<file path="src/rtl/rtc_display_sequencer_if.sv">
// Signal bundle between the RTC display sequencer, the RTC bus controller and Interfaz.
// master is the sequencer side; slave is the surrounding system.
interface rtc_display_sequencer_if;
    logic       enable;
    logic       frame_tick;
    logic       rtc_busy;
    logic       rtc_read_req;
    logic       rtc_dato_valid;
    logic [7:0] rtc_dato;
    logic       inicioSecuencia;
    logic [7:0] datoRTC;
    logic       resetSync;
    logic       update_done;
    logic       seq_error;

    modport master (
        input  enable, frame_tick, rtc_busy, rtc_dato_valid, rtc_dato,
        output rtc_read_req, inicioSecuencia, datoRTC, resetSync, update_done, seq_error
    );

    modport slave (
        output enable, frame_tick, rtc_busy, rtc_dato_valid, rtc_dato,
        input  rtc_read_req, inicioSecuencia, datoRTC, resetSync, update_done, seq_error
    );
endinterface

</file>
<file path="src/rtl/rtc_display_sequencer.sv">
// Frame-synchronous scheduler: reads the eight RTC time/date bytes every REFRESH_FRAMES frames
// and replays them to Interfaz inside a LEAD/TAIL-padded load window. LEAD and TAIL must be >= 1.
module rtc_display_sequencer #(
    parameter int REFRESH_FRAMES = 60,
    parameter int LEAD           = 10,
    parameter int TAIL           = 3,
    parameter int TIMEOUT        = 255
) (
    input logic                     clk,
    input logic                     reset,
    rtc_display_sequencer_if.master bus
);

    localparam int PHASE_MAX = (LEAD > TAIL) ? LEAD : TAIL;
    localparam int FW        = $clog2(REFRESH_FRAMES + 1);
    localparam int TW        = $clog2(TIMEOUT + 1);
    localparam int PW        = $clog2(PHASE_MAX + 1);

    localparam logic [FW-1:0] FRAME_LAST   = FW'(REFRESH_FRAMES - 1);
    localparam logic [TW-1:0] TIMEOUT_LAST = TW'(TIMEOUT - 1);
    localparam logic [PW-1:0] LEAD_LAST    = PW'(LEAD - 1);
    localparam logic [PW-1:0] TAIL_LAST    = PW'(TAIL - 1);

    typedef enum logic [2:0] {
        ST_IDLE,
        ST_REQ,
        ST_CAPTURE,
        ST_WAIT_TICK,
        ST_LEAD,
        ST_DATA,
        ST_TAIL,
        ST_SYNC
    } state_t;

    state_t        state;
    logic [FW-1:0] frame_cnt;
    logic [TW-1:0] timeout_cnt;
    logic [PW-1:0] phase_cnt;
    logic [2:0]    byte_idx;
    logic [7:0]    buffer [8];

    always_ff @(posedge clk) begin
        if (!reset) begin
            state       <= ST_IDLE;
            frame_cnt   <= '0;
            timeout_cnt <= '0;
            phase_cnt   <= '0;
            byte_idx    <= '0;
            // NOTE: the capture buffer is small and must read as zero after reset, so it is
            // cleared here like any other register rather than left as uninitialised storage.
            for (int i = 0; i < 8; i++) buffer[i] <= '0;
            bus.rtc_read_req    <= 1'b0;
            bus.inicioSecuencia <= 1'b0;
            bus.datoRTC         <= '0;
            bus.resetSync       <= 1'b0;
            bus.update_done     <= 1'b0;
            bus.seq_error       <= 1'b0;
        end else begin
            bus.rtc_read_req <= 1'b0;
            bus.resetSync    <= 1'b0;
            bus.update_done  <= 1'b0;

            unique case (state)
                ST_IDLE: begin
                    if (!bus.enable) begin
                        frame_cnt <= '0;
                    end else if (bus.frame_tick) begin
                        if (frame_cnt == FRAME_LAST) begin
                            frame_cnt   <= '0;
                            timeout_cnt <= '0;
                            state       <= ST_REQ;
                        end else begin
                            frame_cnt <= frame_cnt + 1'b1;
                        end
                    end
                end

                ST_REQ: begin
                    timeout_cnt <= timeout_cnt + 1'b1;
                    if (timeout_cnt == TIMEOUT_LAST) begin
                        bus.seq_error <= 1'b1;
                        state         <= ST_IDLE;
                    end else if (!bus.rtc_busy) begin
                        bus.rtc_read_req <= 1'b1;
                        byte_idx         <= '0;
                        state            <= ST_CAPTURE;
                    end
                end

                ST_CAPTURE: begin
                    timeout_cnt <= timeout_cnt + 1'b1;
                    if (bus.rtc_dato_valid) begin
                        buffer[byte_idx] <= bus.rtc_dato;
                        byte_idx         <= byte_idx + 1'b1;
                    end
                    // A last byte arriving on the final timeout cycle still counts as success.
                    if (bus.rtc_dato_valid && byte_idx == 3'd7) begin
                        state <= ST_WAIT_TICK;
                    end else if (timeout_cnt == TIMEOUT_LAST) begin
                        bus.seq_error <= 1'b1;
                        state         <= ST_IDLE;
                    end
                end

                ST_WAIT_TICK: begin
                    if (bus.frame_tick) begin
                        bus.inicioSecuencia <= 1'b1;
                        bus.datoRTC         <= '0;
                        phase_cnt           <= '0;
                        state               <= ST_LEAD;
                    end
                end

                ST_LEAD: begin
                    if (phase_cnt == LEAD_LAST) begin
                        bus.datoRTC <= buffer[0];
                        byte_idx    <= '0;
                        state       <= ST_DATA;
                    end else begin
                        phase_cnt <= phase_cnt + 1'b1;
                    end
                end

                ST_DATA: begin
                    if (byte_idx == 3'd7) begin
                        bus.datoRTC <= '0;
                        phase_cnt   <= '0;
                        state       <= ST_TAIL;
                    end else begin
                        bus.datoRTC <= buffer[byte_idx + 3'd1];
                        byte_idx    <= byte_idx + 1'b1;
                    end
                end

                ST_TAIL: begin
                    if (phase_cnt == TAIL_LAST) begin
                        bus.inicioSecuencia <= 1'b0;
                        bus.resetSync       <= 1'b1;
                        bus.update_done     <= 1'b1;
                        bus.seq_error       <= 1'b0;
                        state               <= ST_SYNC;
                    end else begin
                        phase_cnt <= phase_cnt + 1'b1;
                    end
                end

                ST_SYNC: begin
                    frame_cnt <= '0;
                    state     <= ST_IDLE;
                end

                default: state <= ST_IDLE;
            endcase
        end
    end

endmodule

</file>
<file path="src/flat_wrapper.sv">
// flat-port wrapper written by rule: the top's interface ports become plain ports
module rtc_display_sequencer_flat 
#(
    parameter int REFRESH_FRAMES = 60,
    parameter int LEAD           = 10,
    parameter int TAIL           = 3,
    parameter int TIMEOUT        = 255
)
  (clk, reset, bus_enable, bus_frame_tick, bus_rtc_busy, bus_rtc_dato_valid, bus_rtc_dato, bus_rtc_read_req, bus_inicioSecuencia, bus_datoRTC, bus_resetSync, bus_update_done, bus_seq_error);
  rtc_display_sequencer_if bus_i ();
  input logic clk;
  input logic reset;
  input wire logic [$bits(bus_i.enable)-1:0] bus_enable;
  input wire logic [$bits(bus_i.frame_tick)-1:0] bus_frame_tick;
  input wire logic [$bits(bus_i.rtc_busy)-1:0] bus_rtc_busy;
  input wire logic [$bits(bus_i.rtc_dato_valid)-1:0] bus_rtc_dato_valid;
  input wire logic [$bits(bus_i.rtc_dato)-1:0] bus_rtc_dato;
  output wire logic [$bits(bus_i.rtc_read_req)-1:0] bus_rtc_read_req;
  output wire logic [$bits(bus_i.inicioSecuencia)-1:0] bus_inicioSecuencia;
  output wire logic [$bits(bus_i.datoRTC)-1:0] bus_datoRTC;
  output wire logic [$bits(bus_i.resetSync)-1:0] bus_resetSync;
  output wire logic [$bits(bus_i.update_done)-1:0] bus_update_done;
  output wire logic [$bits(bus_i.seq_error)-1:0] bus_seq_error;
  assign bus_i.enable = bus_enable;
  assign bus_i.frame_tick = bus_frame_tick;
  assign bus_i.rtc_busy = bus_rtc_busy;
  assign bus_i.rtc_dato_valid = bus_rtc_dato_valid;
  assign bus_i.rtc_dato = bus_rtc_dato;
  assign bus_rtc_read_req = bus_i.rtc_read_req;
  assign bus_inicioSecuencia = bus_i.inicioSecuencia;
  assign bus_datoRTC = bus_i.datoRTC;
  assign bus_resetSync = bus_i.resetSync;
  assign bus_update_done = bus_i.update_done;
  assign bus_seq_error = bus_i.seq_error;
  rtc_display_sequencer #(.REFRESH_FRAMES(REFRESH_FRAMES), .LEAD(LEAD), .TAIL(TAIL), .TIMEOUT(TIMEOUT)) u_core (.clk(clk), .reset(reset), .bus(bus_i));
endmodule
</file>
<file path="config.mk">
export PLATFORM = sky130hd
export DESIGN_NAME = rtc_display_sequencer_flat
export DESIGN_NICKNAME = d
export VERILOG_FILES = /design/src/rtl/rtc_display_sequencer_if.sv /design/src/rtl/rtc_display_sequencer.sv /design/src/flat_wrapper.sv
export SDC_FILE = /design/constraint.sdc
export NUM_CORES = 1
export LEC_CHECK = 0
export CORE_ASPECT_RATIO = 1.25
export CORE_MARGIN = 2
export CORE_UTILIZATION = 40
export DETAILED_ROUTE_END_ITERATION = 8
export DONT_BUFFER_PORTS = 1
export GPL_TIMING_DRIVEN = 0
export PLACE_DENSITY = 0.5
export SYNTH_ARGS = -nofsm -noshare
export SYNTH_HDL_FRONTEND = slang
export SYNTH_SLANG_ARGS = --single-unit
</file>
<file path="constraint.sdc">
create_clock -name clk -period 3.3 [get_ports clk]
set_input_delay 0.66 -clock clk [delete_from_list [all_inputs] [get_ports clk]]
set_output_delay 0.66 -clock clk [all_outputs]
set_load 0.01 [all_outputs]
</file>
-- After elaboration in Yosys (flattened, before gate mapping)
Memory sizes are Yosys's and may differ from the RTL's.
Index checks and enable logic that the tools add are counted.
- $add $sub $neg: 4
- multipliers: 0
- div/mod/pow operators: 0
- $lt $le $gt $ge: 0
- equality and inequality tests: 29
- shifts and indexed selects: 0
- muxes and demuxes: 51
- bitwise logic cells: 2
- reductions and logical operators: 21
- operator list (operator ; number):
    8-bit two-way mux ; 7
    3-bit two-way mux ; 17
    3-bit case mux with 8 select lines ; 1
    8-bit case mux with 3 select lines ; 1
    2-bit != test (second input constant) ; 10
    6-bit two-way mux ; 3
    4-bit two-way mux ; 4
    4-bit case mux with 4 select lines ; 1
    8-bit case mux with 2 select lines ; 1
    3-bit == test (second input constant) ; 5
    1-bit two-way mux ; 12
    3-bit case mux with 4 select lines ; 1
    6-bit case mux with 2 select lines ; 1
    3-bit AND reduction ; 3
    9-bit AND reduction ; 1
    8-bit by 1-bit adder with 8-bit output (second input constant) ; 1
    8-bit == test (second input constant) ; 1
    2-bit by 1-bit != test with 1-bit output (second input constant) ; 4
    4-bit nonzero test ; 2
    8-bit OR reduction ; 1
    6-bit by 1-bit adder with 6-bit output (second input constant) ; 1
    3-bit by 2-bit == test with 1-bit output (second input constant) ; 2
    6-bit == test (second input constant) ; 1
    6-bit AND reduction ; 1
    20 further kinds ; 25
- flip-flop bits (word level): 36
- latch bits: 0
- bits in writable memories: 64
- ROM bits: 0
- input bits: 14
- output and inout port bits: 13
- logic and storage cells: 118
- memories: 1
- memories (name ; depth ; width ; read ports ; clocked after Yosys merged registers in ; wr ports ; RTL line ; RTL):
    u_core.buffer ; 8 ; 8 ; 2 ; 0 ; 8 ; rtc_display_sequencer.sv:40 ; logic [7:0] buffer [8];

-- Longest topological paths before layout
- depth in word-level cells: 6
- mapped depth: 8
- mapped depth without buffers: 7

-- Least setup slack after synthesis
No wires, ideal clock.
- kind: input port to flip-flop
- from: in reset
- to: mem u_core.buffer[2][0] (enable)
- arrival: 1.721 ns
- data required time: 2.916 ns
- path slack: 1.194 ns
- cell stages on the path: 3
- buffers on the path: 0
- path through: and2_1 -> nand4b_1 -> o21ai_0
- RTL lines (item ; RTL line ; RTL):
    start: declaration ; flat_wrapper.sv:12 ; input logic reset;
    end: declaration ; rtc_display_sequencer.sv:40 ;

==> metrics.txt <==
antenna viol nets, final=0; crit start category=flop; final hold violation count=0; gr usage total=19.4%; Port-buffer cells=0; Max-slew headroom=17.0%; die width=103 um; largest net degree at the start of global routing=17; Core Box Area=12,100 um^2; clk buf depth=2; vias=3,297; Power Density=454 nW/um^2; row cnt=45; vias per inst=5.24; clock period minus worst slack=2.65 ns; Async SR Flop Fraction=0%; cell area after synthesis=4930 um^2; DR pass1 iterations=4; I/O Pins=27; Post-synth top flop=edfxtp_1; # diodes=0; first-pass GRT wire length=18,600 um; # hold bufs at CTS=0; hold_ws=0.399 ns; fmax=0.378 GHz; Final #Nets=482; Syn Nets=471; cts bufs inserted=9; post-CTS setup buffers=0; vias in the first global route=3,451; EDFF count, synth=64; Clock Latency Late Sink=0.35 ns; GPL Wtd Cong=0.855; total power draw=0.00246 W; Peak VDD IR=0.195 mV; Die Y=128 um; HPWL Detailed=8390 um; CTS H-tree depth=3; sequential fraction of the synthesis area=53.6%; Slew @ Worst Pin=1.23 ns; CP max FO=10; Worst Path Required=3.26 ns; Worst Hold Class=in2reg; root buf cell=clkbuf_16; RSZ-0062 raised after global routing=false; fillers=1,158; post-route setup TNS=0 ns; outcome=finished, final reports clean; # DRC=0; Worst-path clk slew=0.06 ns; post-CTS sizing=0; CP Capture Type=flop; LEAKAGE=1.78 nW; CTS tree=built; Tcrit/Tclk final=80.2%; routed len/inst=18.7 um; Synth cell types=51; reg-to-reg slack, setup=0.65 ns; clock sink count=100; Starting Density=40.7%; drt total wl=11,800 um; Area Overhead vs Synth=9.97%; syn_area_per_cell=11.0 um^2; layout cells sized above 1=8.39%; Mapped Cells=449; Yosys warnings=0; Worst EP arrival=2.60 ns; clock skew=0.00721 ns; Final Slew Violations=0; Die ar.=13,200 um^2; initial antenna violation count=0; number of synthesized register bits=100; Max Cap Viol=0; # setup viols final=0; Initial DRC Count=191; global route total overflow=0; Crit Path Class=reg2reg
cells in the final DEF (no fill, tap or decap), types with 6 or more instances in the layout:
master     count
inv_1          9
dfxtp_1       36
o21a_1         7
nand3_1       17
nor2b_1       17
clkbuf_1       8
a211oi_1       9
o21ai_0       11
nand2_1       16
a21oi_1        6
nand4_1        7
edfxtp_1      64
a21boi_0      10
and2_1        67
mux2i_1       26
buf_2          8
nor2_1        28
ha_1           8
a31oi_1        8
a22oi_1       16
xor2_1         7
clkbuf_16     10
final cells by class:
type                            count  area [um^2]  share of cell area (%)
Sequential cell                   100         2640                    48.7
Multi-Input combinational cell    320         2150                    39.7
Clock buffer                       13          265                    4.89
Tap cell                          164          205                    3.78
Buffer                             20          104                    1.92
Inverter                            9         33.8                   0.623
Clock inverter                      3         21.3                   0.392
worst paths after layout:
path	start	end	cells past startpoint
setup reg to reg	u_core.state[1]	u_core.buffer[3][7]	4
setup / recovery	u_core.state[1]	u_core.buffer[3][7]	4
hold reg to reg	u_core.timeout_cnt[6]	u_core.timeout_cnt[6]	2
hold / removal	bus_rtc_busy	u_core.bus.rtc_read_req	1
report_power, final:
part	leakage [nW]	internal [W]	switching, W
sequential	0.897	0.00137	0.0000125
clock	0.138	0.000567	0.000451
combinational	0.745	0.0000197	0.0000437
total	1.78	0.00195	0.000507
critical path: stages, from the launching register on:
cell	delay [ns]
dfxtp_1	0.49
buf_6	0.19
and2_1	0.19
nand4_1	0.32
o21ai_0	1.07
cell families after synthesis:
kind of cell,share of synthesized area [%]
multiplexers,5.28
AO/OA/AOI/OAI,11.4
buffers and inverters,2.79
adder cells (fa/ha/maj),2.03
flip-flops,53.6
XOR/XNOR,2.13
AND/OR/NAND/NOR,22.8
cells in the mapped netlist (2+ instances only):
| master | n | area, um^2 |
|---|---|---|
| buf_1 | 2 | 7.51 |
| nor2_1 | 28 | 105 |
| nand4_1 | 7 | 43.8 |
| o21ai_0 | 12 | 60.1 |
| xor2_1 | 7 | 61.3 |
| inv_1 | 9 | 33.8 |
| ha_1 | 8 | 100 |
| a31oi_1 | 8 | 50.1 |
| buf_2 | 8 | 40.0 |
| buf_4 | 3 | 22.5 |
| xnor2_1 | 5 | 43.8 |
| mux2i_1 | 26 | 260 |
| nor3b_1 | 5 | 37.5 |
| nor3_2 | 3 | 30.0 |
| nand4bb_1 | 2 | 22.5 |
| nand3_1 | 17 | 85.1 |
| a21oi_1 | 6 | 30.0 |
| and3_1 | 5 | 31.3 |
| or3_1 | 2 | 12.5 |
| a211oi_1 | 9 | 67.6 |
| nor2b_1 | 17 | 106 |
| edfxtp_1 | 64 | 1920 |
| nand3b_1 | 3 | 22.5 |
| nand2b_1 | 5 | 31.3 |
| and2_1 | 67 | 419 |
| nand4b_1 | 3 | 26.3 |
| dfxtp_1 | 36 | 721 |
| clkbuf_1 | 6 | 22.5 |
| a21boi_0 | 10 | 75.1 |
| a22oi_1 | 16 | 120 |
| o21ai_1 | 4 | 20.0 |
| o21a_1 | 7 | 52.6 |
| nor3_1 | 3 | 15.0 |
| or2_2 | 4 | 25.0 |
| nand2_1 | 16 | 60.1 |
stage by stage:
stage | setup WS [ns] | std cells | utilization (%) | instance area, um^2
final | 0.652 | 629 | 44.8 | 5420
after global routing | 0.396 | 629 | 44.8 | 5420
after CTS | 0.558 | 629 | 44.8 | 5420
after detailed placement | 0.579 | 613 | 42.4 | 5140
after global placement | 0.625 | 613 | 42.4 | 5140
after floorplan | 1.19 | 449 | - | 4930
state kept, by name, summed over array words and instances (netlist names):
register,flops
u_core.buffer,64
u_core.bus.datoRTC,8
u_core.timeout_cnt,8
u_core.frame_cnt,6
u_core.phase_cnt,4
u_core.byte_idx,3
u_core.state,3
u_core.bus.inicioSecuencia,1
u_core.bus.resetSync,1
u_core.bus.rtc_read_req,1
u_core.bus.seq_error,1
layer usage:
metal | vias up | GRT usage (%) | wire length, um
li1 | 1650 | - | -
met1 | 1549 | 24.1 | 5040
met2 | 74 | 31.5 | 5800
met3 | 24 | 4.63 | 532
met4 | 0 | 9.06 | 388
met5 | - | 0 | 0
Power figures use the tool's default switching activity.
